[config.mk]
export PLATFORM = sky130hd
export DESIGN_NAME = wall_follower_ctrl_flat
export DESIGN_NICKNAME = d
export VERILOG_FILES = /design/src/rtl/wall_follower_ctrl_pkg.sv /design/src/rtl/wall_follower_ctrl_if.sv /design/src/rtl/wall_follower_ctrl_debounce.sv /design/src/rtl/wall_follower_ctrl.sv /design/src/flat_wrapper.sv
export SDC_FILE = /design/constraint.sdc
export NUM_CORES = 1
export LEC_CHECK = 0
export ABC_AREA = 0
export CORE_MARGIN = 4
export CORE_UTILIZATION = 52
export CTS_CLUSTER_DIAMETER = 50
export CTS_CLUSTER_SIZE = 40
export DETAILED_ROUTE_END_ITERATION = 10
export GPL_TIMING_DRIVEN = 0
export PLACE_DENSITY = 0.73
export SLEW_MARGIN = 25
export SYNTH_ARGS = -nofsm -noshare
export SYNTH_HDL_FRONTEND = slang
export SYNTH_SLANG_ARGS = --single-unit
[constraint.sdc]
create_clock -name clock -period 2.24 [get_ports clock]
set_input_delay 0.224 -clock clock [delete_from_list [all_inputs] [get_ports clock]]
set_output_delay 0.224 -clock clock [all_outputs]
set_load 0.01 [all_outputs]
[src/rtl/wall_follower_ctrl_pkg.sv]
// Shared definitions for the wall-following controller: state encodings
// (also used by the debug/telemetry blocks) and state-class helpers.
package wall_follower_ctrl_pkg;

    localparam int STATE_W = 3;

    typedef enum logic [STATE_W-1:0] {
        ST_IDLE         = 3'd0,
        ST_PROCURANDO   = 3'd1,
        ST_ACOMPANHANDO = 3'd2,
        ST_ROTACIONANDO = 3'd3,
        ST_BUSCA_GIRO   = 3'd4
    } state_t;

    // States in which the robot drives forward
    function automatic logic is_forward(input state_t s);
        return (s == ST_PROCURANDO) || (s == ST_ACOMPANHANDO);
    endfunction

    // States in which the robot rotates in place
    function automatic logic is_turning(input state_t s);
        return (s == ST_ROTACIONANDO) || (s == ST_BUSCA_GIRO);
    endfunction

endpackage

[src/rtl/wall_follower_ctrl_if.sv]
// Bundle of controller inputs (run control + raw sensors) and motor/debug
// outputs. master = host/sensor side, slave = the controller.
interface wall_follower_ctrl_if;
    import wall_follower_ctrl_pkg::*;

    logic               enable;
    logic               side_sel;
    logic               head;
    logic               left;
    logic               right;
    logic               avancar;
    logic               girar;
    logic               dir_giro;
    logic [STATE_W-1:0] state_o;
    logic               timeout_flag;

    modport master (
        output enable, side_sel, head, left, right,
        input  avancar, girar, dir_giro, state_o, timeout_flag
    );

    modport slave (
        input  enable, side_sel, head, left, right,
        output avancar, girar, dir_giro, state_o, timeout_flag
    );

endinterface

[src/rtl/wall_follower_ctrl_debounce.sv]
// Two-flop synchronizer followed by a debounce counter for one raw sensor.
// The debounced value flips only after DEBOUNCE_CYCLES consecutive synced
// samples that disagree with it; any agreeing sample clears the count.
module sensor_debounce
    import wall_follower_ctrl_pkg::*;
#(
    parameter int DEBOUNCE_CYCLES = 4,
    parameter int CNT_W           = 8
) (
    input  logic clock,
    input  logic reset,
    input  logic raw,
    output logic db
);

    localparam logic [CNT_W-1:0] LAST = CNT_W'(DEBOUNCE_CYCLES - 1);

    logic             sync_a;
    logic             sync_b;
    logic [CNT_W-1:0] cnt;

    // Synchronize the raw input and qualify changes by a stable run length
    always_ff @(posedge clock) begin
        if (!reset) begin
            sync_a <= 1'b0;
            sync_b <= 1'b0;
            cnt    <= '0;
            db     <= 1'b0;
        end else begin
            sync_a <= raw;
            sync_b <= sync_a;
            if (sync_b != db) begin
                if (cnt >= LAST) begin
                    db  <= sync_b;
                    cnt <= '0;
                end else begin
                    cnt <= cnt + CNT_W'(1);
                end
            end else begin
                cnt <= '0;
            end
        end
    end

endmodule

[src/rtl/wall_follower_ctrl.sv]
// Wall-following robot controller: debounced sensors, selectable followed
// wall, minimum rotation time and a timed spin-search. Move commands are
// registered and decoded from next_state so they switch with the state.
module wall_follower_ctrl
    import wall_follower_ctrl_pkg::*;
#(
    parameter int DEBOUNCE_CYCLES = 4,
    parameter int TURN_MIN_CYCLES = 8,
    parameter int SEARCH_TIMEOUT  = 255,
    parameter int CNT_W           = 8
) (
    input  logic                 clock,
    input  logic                 reset,
    wall_follower_ctrl_if.slave  bus
);

    localparam logic [CNT_W-1:0] SEARCH_LAST = CNT_W'(SEARCH_TIMEOUT - 1);
    localparam logic [CNT_W-1:0] TURN_LAST   = CNT_W'(TURN_MIN_CYCLES - 1);

    state_t           state;
    state_t           next_state;
    logic             head_db;
    logic             left_db;
    logic             right_db;
    logic             side_q;
    logic             wall;
    logic [CNT_W-1:0] search_cnt;
    logic [CNT_W-1:0] turn_cnt;
    logic             avancar_q;
    logic             girar_q;
    logic             dir_giro_q;
    logic             timeout_q;

    // Counters hold at all-ones instead of wrapping
    function automatic logic [CNT_W-1:0] sat_inc(input logic [CNT_W-1:0] v);
        return (&v) ? v : v + CNT_W'(1);
    endfunction

    sensor_debounce #(.DEBOUNCE_CYCLES(DEBOUNCE_CYCLES), .CNT_W(CNT_W)) u_head (
        .clock(clock), .reset(reset), .raw(bus.head), .db(head_db)
    );
    sensor_debounce #(.DEBOUNCE_CYCLES(DEBOUNCE_CYCLES), .CNT_W(CNT_W)) u_left (
        .clock(clock), .reset(reset), .raw(bus.left), .db(left_db)
    );
    sensor_debounce #(.DEBOUNCE_CYCLES(DEBOUNCE_CYCLES), .CNT_W(CNT_W)) u_right (
        .clock(clock), .reset(reset), .raw(bus.right), .db(right_db)
    );

    assign wall = side_q ? right_db : left_db;

    // Next-state decision; enable low overrides everything
    always_comb begin
        next_state = ST_IDLE;
        if (bus.enable) begin
            case (state)
                ST_IDLE: next_state = ST_PROCURANDO;
                ST_PROCURANDO: begin
                    if (head_db)                         next_state = ST_ROTACIONANDO;
                    else if (wall)                       next_state = ST_ACOMPANHANDO;
                    else if (search_cnt == SEARCH_LAST)  next_state = ST_BUSCA_GIRO;
                    else                                 next_state = ST_PROCURANDO;
                end
                ST_ACOMPANHANDO: begin
                    if (head_db && wall)                 next_state = ST_ROTACIONANDO;
                    else if (!wall)                      next_state = ST_PROCURANDO;
                    else                                 next_state = ST_ACOMPANHANDO;
                end
                ST_ROTACIONANDO: begin
                    if (!head_db && wall && (turn_cnt >= TURN_LAST))
                                                         next_state = ST_ACOMPANHANDO;
                    else                                 next_state = ST_ROTACIONANDO;
                end
                ST_BUSCA_GIRO: begin
                    if (head_db)                         next_state = ST_ROTACIONANDO;
                    else if (wall)                       next_state = ST_ACOMPANHANDO;
                    else if (search_cnt == SEARCH_LAST)  next_state = ST_PROCURANDO;
                    else                                 next_state = ST_BUSCA_GIRO;
                end
                default: next_state = ST_IDLE;
            endcase
        end
    end

    // Dwell counters: cleared on any state change, search_cnt shared by
    // PROCURANDO and BUSCA_GIRO since only one is active at a time
    always_ff @(posedge clock) begin
        if (!reset) begin
            search_cnt <= '0;
            turn_cnt   <= '0;
        end else if (next_state != state) begin
            search_cnt <= '0;
            turn_cnt   <= '0;
        end else begin
            if ((state == ST_PROCURANDO) || (state == ST_BUSCA_GIRO))
                search_cnt <= sat_inc(search_cnt);
            if (state == ST_ROTACIONANDO)
                turn_cnt <= sat_inc(turn_cnt);
        end
    end

    // State register, followed-wall latch and registered move commands
    always_ff @(posedge clock) begin
        if (!reset) begin
            state      <= ST_IDLE;
            side_q     <= 1'b0;
            avancar_q  <= 1'b0;
            girar_q    <= 1'b0;
            dir_giro_q <= 1'b0;
            timeout_q  <= 1'b0;
        end else begin
            state     <= next_state;
            avancar_q <= is_forward(next_state);
            girar_q   <= is_turning(next_state);
            timeout_q <= (state == ST_PROCURANDO) && (next_state == ST_BUSCA_GIRO);
            if ((state == ST_IDLE) && (next_state == ST_PROCURANDO))
                side_q <= bus.side_sel;
            // Rotate away from the followed wall; value is kept between turns
            if (is_turning(next_state))
                dir_giro_q <= ~side_q;
        end
    end

    assign bus.avancar      = avancar_q;
    assign bus.girar        = girar_q;
    assign bus.dir_giro     = dir_giro_q;
    assign bus.timeout_flag = timeout_q;
    assign bus.state_o      = state;

endmodule
[src/flat_wrapper.sv]
// flat-port wrapper written by rule: the top's interface ports become plain ports
module wall_follower_ctrl_flat import wall_follower_ctrl_pkg::*;
#(
    parameter int DEBOUNCE_CYCLES = 4,
    parameter int TURN_MIN_CYCLES = 8,
    parameter int SEARCH_TIMEOUT  = 255,
    parameter int CNT_W           = 8
)
  (clock, reset, bus_enable, bus_side_sel, bus_head, bus_left, bus_right, bus_avancar, bus_girar, bus_dir_giro, bus_state_o, bus_timeout_flag);
  wall_follower_ctrl_if bus_i ();
  input  logic clock;
  input  logic reset;
  input wire logic [$bits(bus_i.enable)-1:0] bus_enable;
  input wire logic [$bits(bus_i.side_sel)-1:0] bus_side_sel;
  input wire logic [$bits(bus_i.head)-1:0] bus_head;
  input wire logic [$bits(bus_i.left)-1:0] bus_left;
  input wire logic [$bits(bus_i.right)-1:0] bus_right;
  output wire logic [$bits(bus_i.avancar)-1:0] bus_avancar;
  output wire logic [$bits(bus_i.girar)-1:0] bus_girar;
  output wire logic [$bits(bus_i.dir_giro)-1:0] bus_dir_giro;
  output wire logic [$bits(bus_i.state_o)-1:0] bus_state_o;
  output wire logic [$bits(bus_i.timeout_flag)-1:0] bus_timeout_flag;
  assign bus_i.enable = bus_enable;
  assign bus_i.side_sel = bus_side_sel;
  assign bus_i.head = bus_head;
  assign bus_i.left = bus_left;
  assign bus_i.right = bus_right;
  assign bus_avancar = bus_i.avancar;
  assign bus_girar = bus_i.girar;
  assign bus_dir_giro = bus_i.dir_giro;
  assign bus_state_o = bus_i.state_o;
  assign bus_timeout_flag = bus_i.timeout_flag;
  wall_follower_ctrl #(.DEBOUNCE_CYCLES(DEBOUNCE_CYCLES), .TURN_MIN_CYCLES(TURN_MIN_CYCLES), .SEARCH_TIMEOUT(SEARCH_TIMEOUT), .CNT_W(CNT_W)) u_core (.clock(clock), .reset(reset), .bus(bus_i));
endmodule
==> results.yml <==
clocking:
  clk_latency_ns: 0.33
  clock-sinks: 57
  clock_path_buffers: 2
  cts.clk_slew.worst_paths_ns: 0.06
  cts_buffers: 9
  h-tree-depth: 3
  clock-root-buffer: "clkbuf_8"
  cts_tree: "built"
hold_path:
  min_delay_worst_endpoint: "u_core.u_right.cnt[0]"
  hp-class: "reg -> reg"
  min_path_cells: 1
  hold_path.startpoint: "u_core.u_right.cnt[0]"
synthesis:
  netlist_instances: 209
  ys_types: 47
  synth-compound-area-share_pct: 6.88
  yosysWarnings: 0
  synth_xor_area_share_pct: 7.22
  synth.top_cells.by_area: "dfxtp_1, nor3_1, xnor2_1"
  yosys_register_bits: 57
  netlist_area_mm2: 0.00218
  synth_top_family_by_area: "simple AND/OR/NAND/NOR gates"
  synth_edf_count: 0
  yosysTopAreaCellShare_pct: 52.3
  async_flop_share_pct: 0
  synthAdderAreaFrac_pct: 3.44
  synthMuxAreaShare_pct: 4.70
  yosysTopAreaCell: "dfxtp_1"
  yosys.area_share.simple_pct: 21.8
  ys_seq_area_share_pct: 52.3
  syn_avg_cell_area_um2: 10.4
  synthFlopType: "dfxtp_1"
pwr:
  pwr-share-clk_pct: 42.6
  powerDensity_mw_per_mm2: 727
  cellLeakagePower_nw: 1.09
  p_sw_w: 0.000464
  intPower_w: 0.00164
  p_comb_share_pct: 7.4
  seqPwrFrac_pct: 50.0
  sw_frac_of_total_pct: 22.0
  ir_drop_v: 0.000680
grt:
  grt_pass1_wl_mm: 6.82
  gr-total-overflow: 0
  grt_max_degree: 11
  grt_pass1_vias: 1599
  grt_usage_pct: 17.3
  antenna_found_initial: 0
cells_and_area:
  antenna_cells: 0
  stdcell_area_mm2: 0.00290
  final_common_cell: "dfxtp_1"
  fin_util_pct: 72.0
  fin_nets: 274
  drive_gt1_share_pct: 25.4
  layout_common_cells: "dfxtp_1, conb_1, nor2_1"
  area_growth_syn_to_layout_pct: 33.0
place:
  dpl_cell_area_mm2: 0.00244
  place_hpwl_mm: 2.61
  portBuffers: 13
  gp_congestion: 0.783
routing:
  drt-pass1-iter-count: 4
  vias: 1638
  drcViolationCount: 0
  vias_per_cell: 5.22
  initialDrtViolationCount: 149
  routed_wl_mm: 4.10
  wire_per_inst_um: 13.1
  antenna_left: 0
timing:
  skew_ns: 0.00515
  rsz0062_at_grt: "true"
  setup_viol: 3
  maxSlewHeadroom_pct: 63.5
  fmax_ghz: 0.439
  finalSetupTns_ns: -0.0473
  finalMaxSlewViolations: 0
  tightestPinTransition_ns: 0.548
  period_minus_slack_ns: 2.28
  whs_ns: 0.421
  period_share_pct: 102
  layout_setup_ws_ns: -0.0375
  hold_viol: 0
floorplan:
  die_x_um: 72.8
  io_pins: 14
  start_util_pct: 54.2
  core-area_mm2: 0.00403
  dieHeight_um: 72.8
  rows: 23
  die_area_mm2: 0.00530
critical_path:
  cp-end-kind: "flop"
  worstSetupStartpointType: "flop"
  worstPathRequired_ns: 2.46
  rr_startpoint: "u_core.search_cnt[0]"
  r2r_end: "u_core.search_cnt[1]"
  arrival_ns: 2.50
  r2r_cells: 9
  r2r_setup_slack_ns: -0.04
  worstSetupPathType: "reg -> reg"
  path_max_fanout: 3
run_status:
  violations: "negative setup slack"
  outcome: "complete, but fails checks"
flow_run:
  drv_cap: 0
power by group through the flow:
stage	Clock, W	Combinational (W)	Sequential [W]
global route	0.000981	0.000171	0.00106
floorplan	0	0.0000670	0.00108
global placement	0	0.000100	0.00108
detailed placement	0	0.000101	0.00108
finish	0.000899	0.000156	0.00105
CTS	0.000928	0.000125	0.00106
synthesized netlist by cell type, drive strengths merged (2+ instances only):
cell type / n
nand4: 5
buf: 5
nor4: 6
and3: 2
nor3: 22
a2111oi: 2
a21oi: 2
mux2: 2
and2: 7
nor2: 16
xnor2: 10
inv: 8
nor3b: 2
xor2: 8
mux2i: 8
o21ai: 4
nand3: 8
dfxtp: 57
ha: 6
nand2: 7
o211ai: 2
or4: 3
cell type report:
cell class	instances	area, µm²
inverters	8	30.0
fillers	296	1130
flip-flops and latches	57	1160
clock inverters	3	42.5
repair buffers	25	255
clock buffers	11	141
well taps	50	62.6
multi-input cells	155	1180
plain buffers	5	36.3
worst max-delay path by stage:
stage | start | to | slack (ns) | depth (start not counted)
floorplan | u_core.bus.state_o[2] | u_core.search_cnt[4] | 0.0004 | 8
global placement | u_core.search_cnt[1] | u_core.turn_cnt[4] | -0.24 | 8
detailed placement | u_core.search_cnt[1] | u_core.turn_cnt[5] | -0.28 | 8
CTS | u_core.search_cnt[0] | u_core.turn_cnt[5] | -0.01 | 10
global route | u_core.search_cnt[0] | u_core.search_cnt[1] | -0.09 | 9
finish | u_core.search_cnt[0] | u_core.search_cnt[1] | -0.04 | 9
per-stage QoR:
step,total power [W],setup slack (ns),cells
2_1_floorplan,0.00114,0.000354,226
3_3_place_gp,0.00118,-0.241,289
6_report,0.00211,-0.0375,314
3_5_place_dp,0.00118,-0.282,289
4_1_cts,0.00211,-0.0111,310
5_1_grt,0.00221,-0.0900,314
logic make-up (layout without fill, tap and decap cells):
kind of cell / after synthesis / in the layout
other: 1 / 18
XOR/XNOR: 18 / 18
adder cells (fa/ha/maj): 6 / 6
AO/OA/AOI/OAI: 18 / 18
AND/OR/NAND/NOR: 85 / 85
multiplexers: 10 / 10
buffers and inverters: 14 / 52
flip-flops: 57 / 57
critical path: stages, from the launching register on:
cell,delay [ns]
dfxtp_4,0.34
inv_2,0.05
ha_4,0.12
nand3_2,0.08
or3b_4,0.41
a2111oi_4,0.40
xnor2_1,0.19
nand4_2,0.19
buf_6,0.18
a2111oi_4,0.21
timing repair:
item                                    4_1_cts  5_1_grt
buffers inserted                              7        4
endpoints found under the setup margin       16       16
pin swaps                                     4       18
gates resized for setup                      14       27
hold buffers                                  0        0
cloned                                        1        0
metal layers:
metal  global-route usage (%)  routed length (µm)  vias to the layer above
met3                     7.99                 228                       15
met1                     19.5                1640                      764
met2                     26.9                2070                       35
met4                     9.84                 154                        0
li1                         -                   -                      824
met5                        0                   0                        -
sequential cells by signal, summed over array words and instances (netlist names), 3 cells and up:
register	cells
u_core.u_head.cnt	8
u_core.u_left.cnt	8
u_core.search_cnt	8
u_core.turn_cnt	8
u_core.bus.state_o	3
u_core.u_right.cnt	8
(Power assumes the default switching activity.)
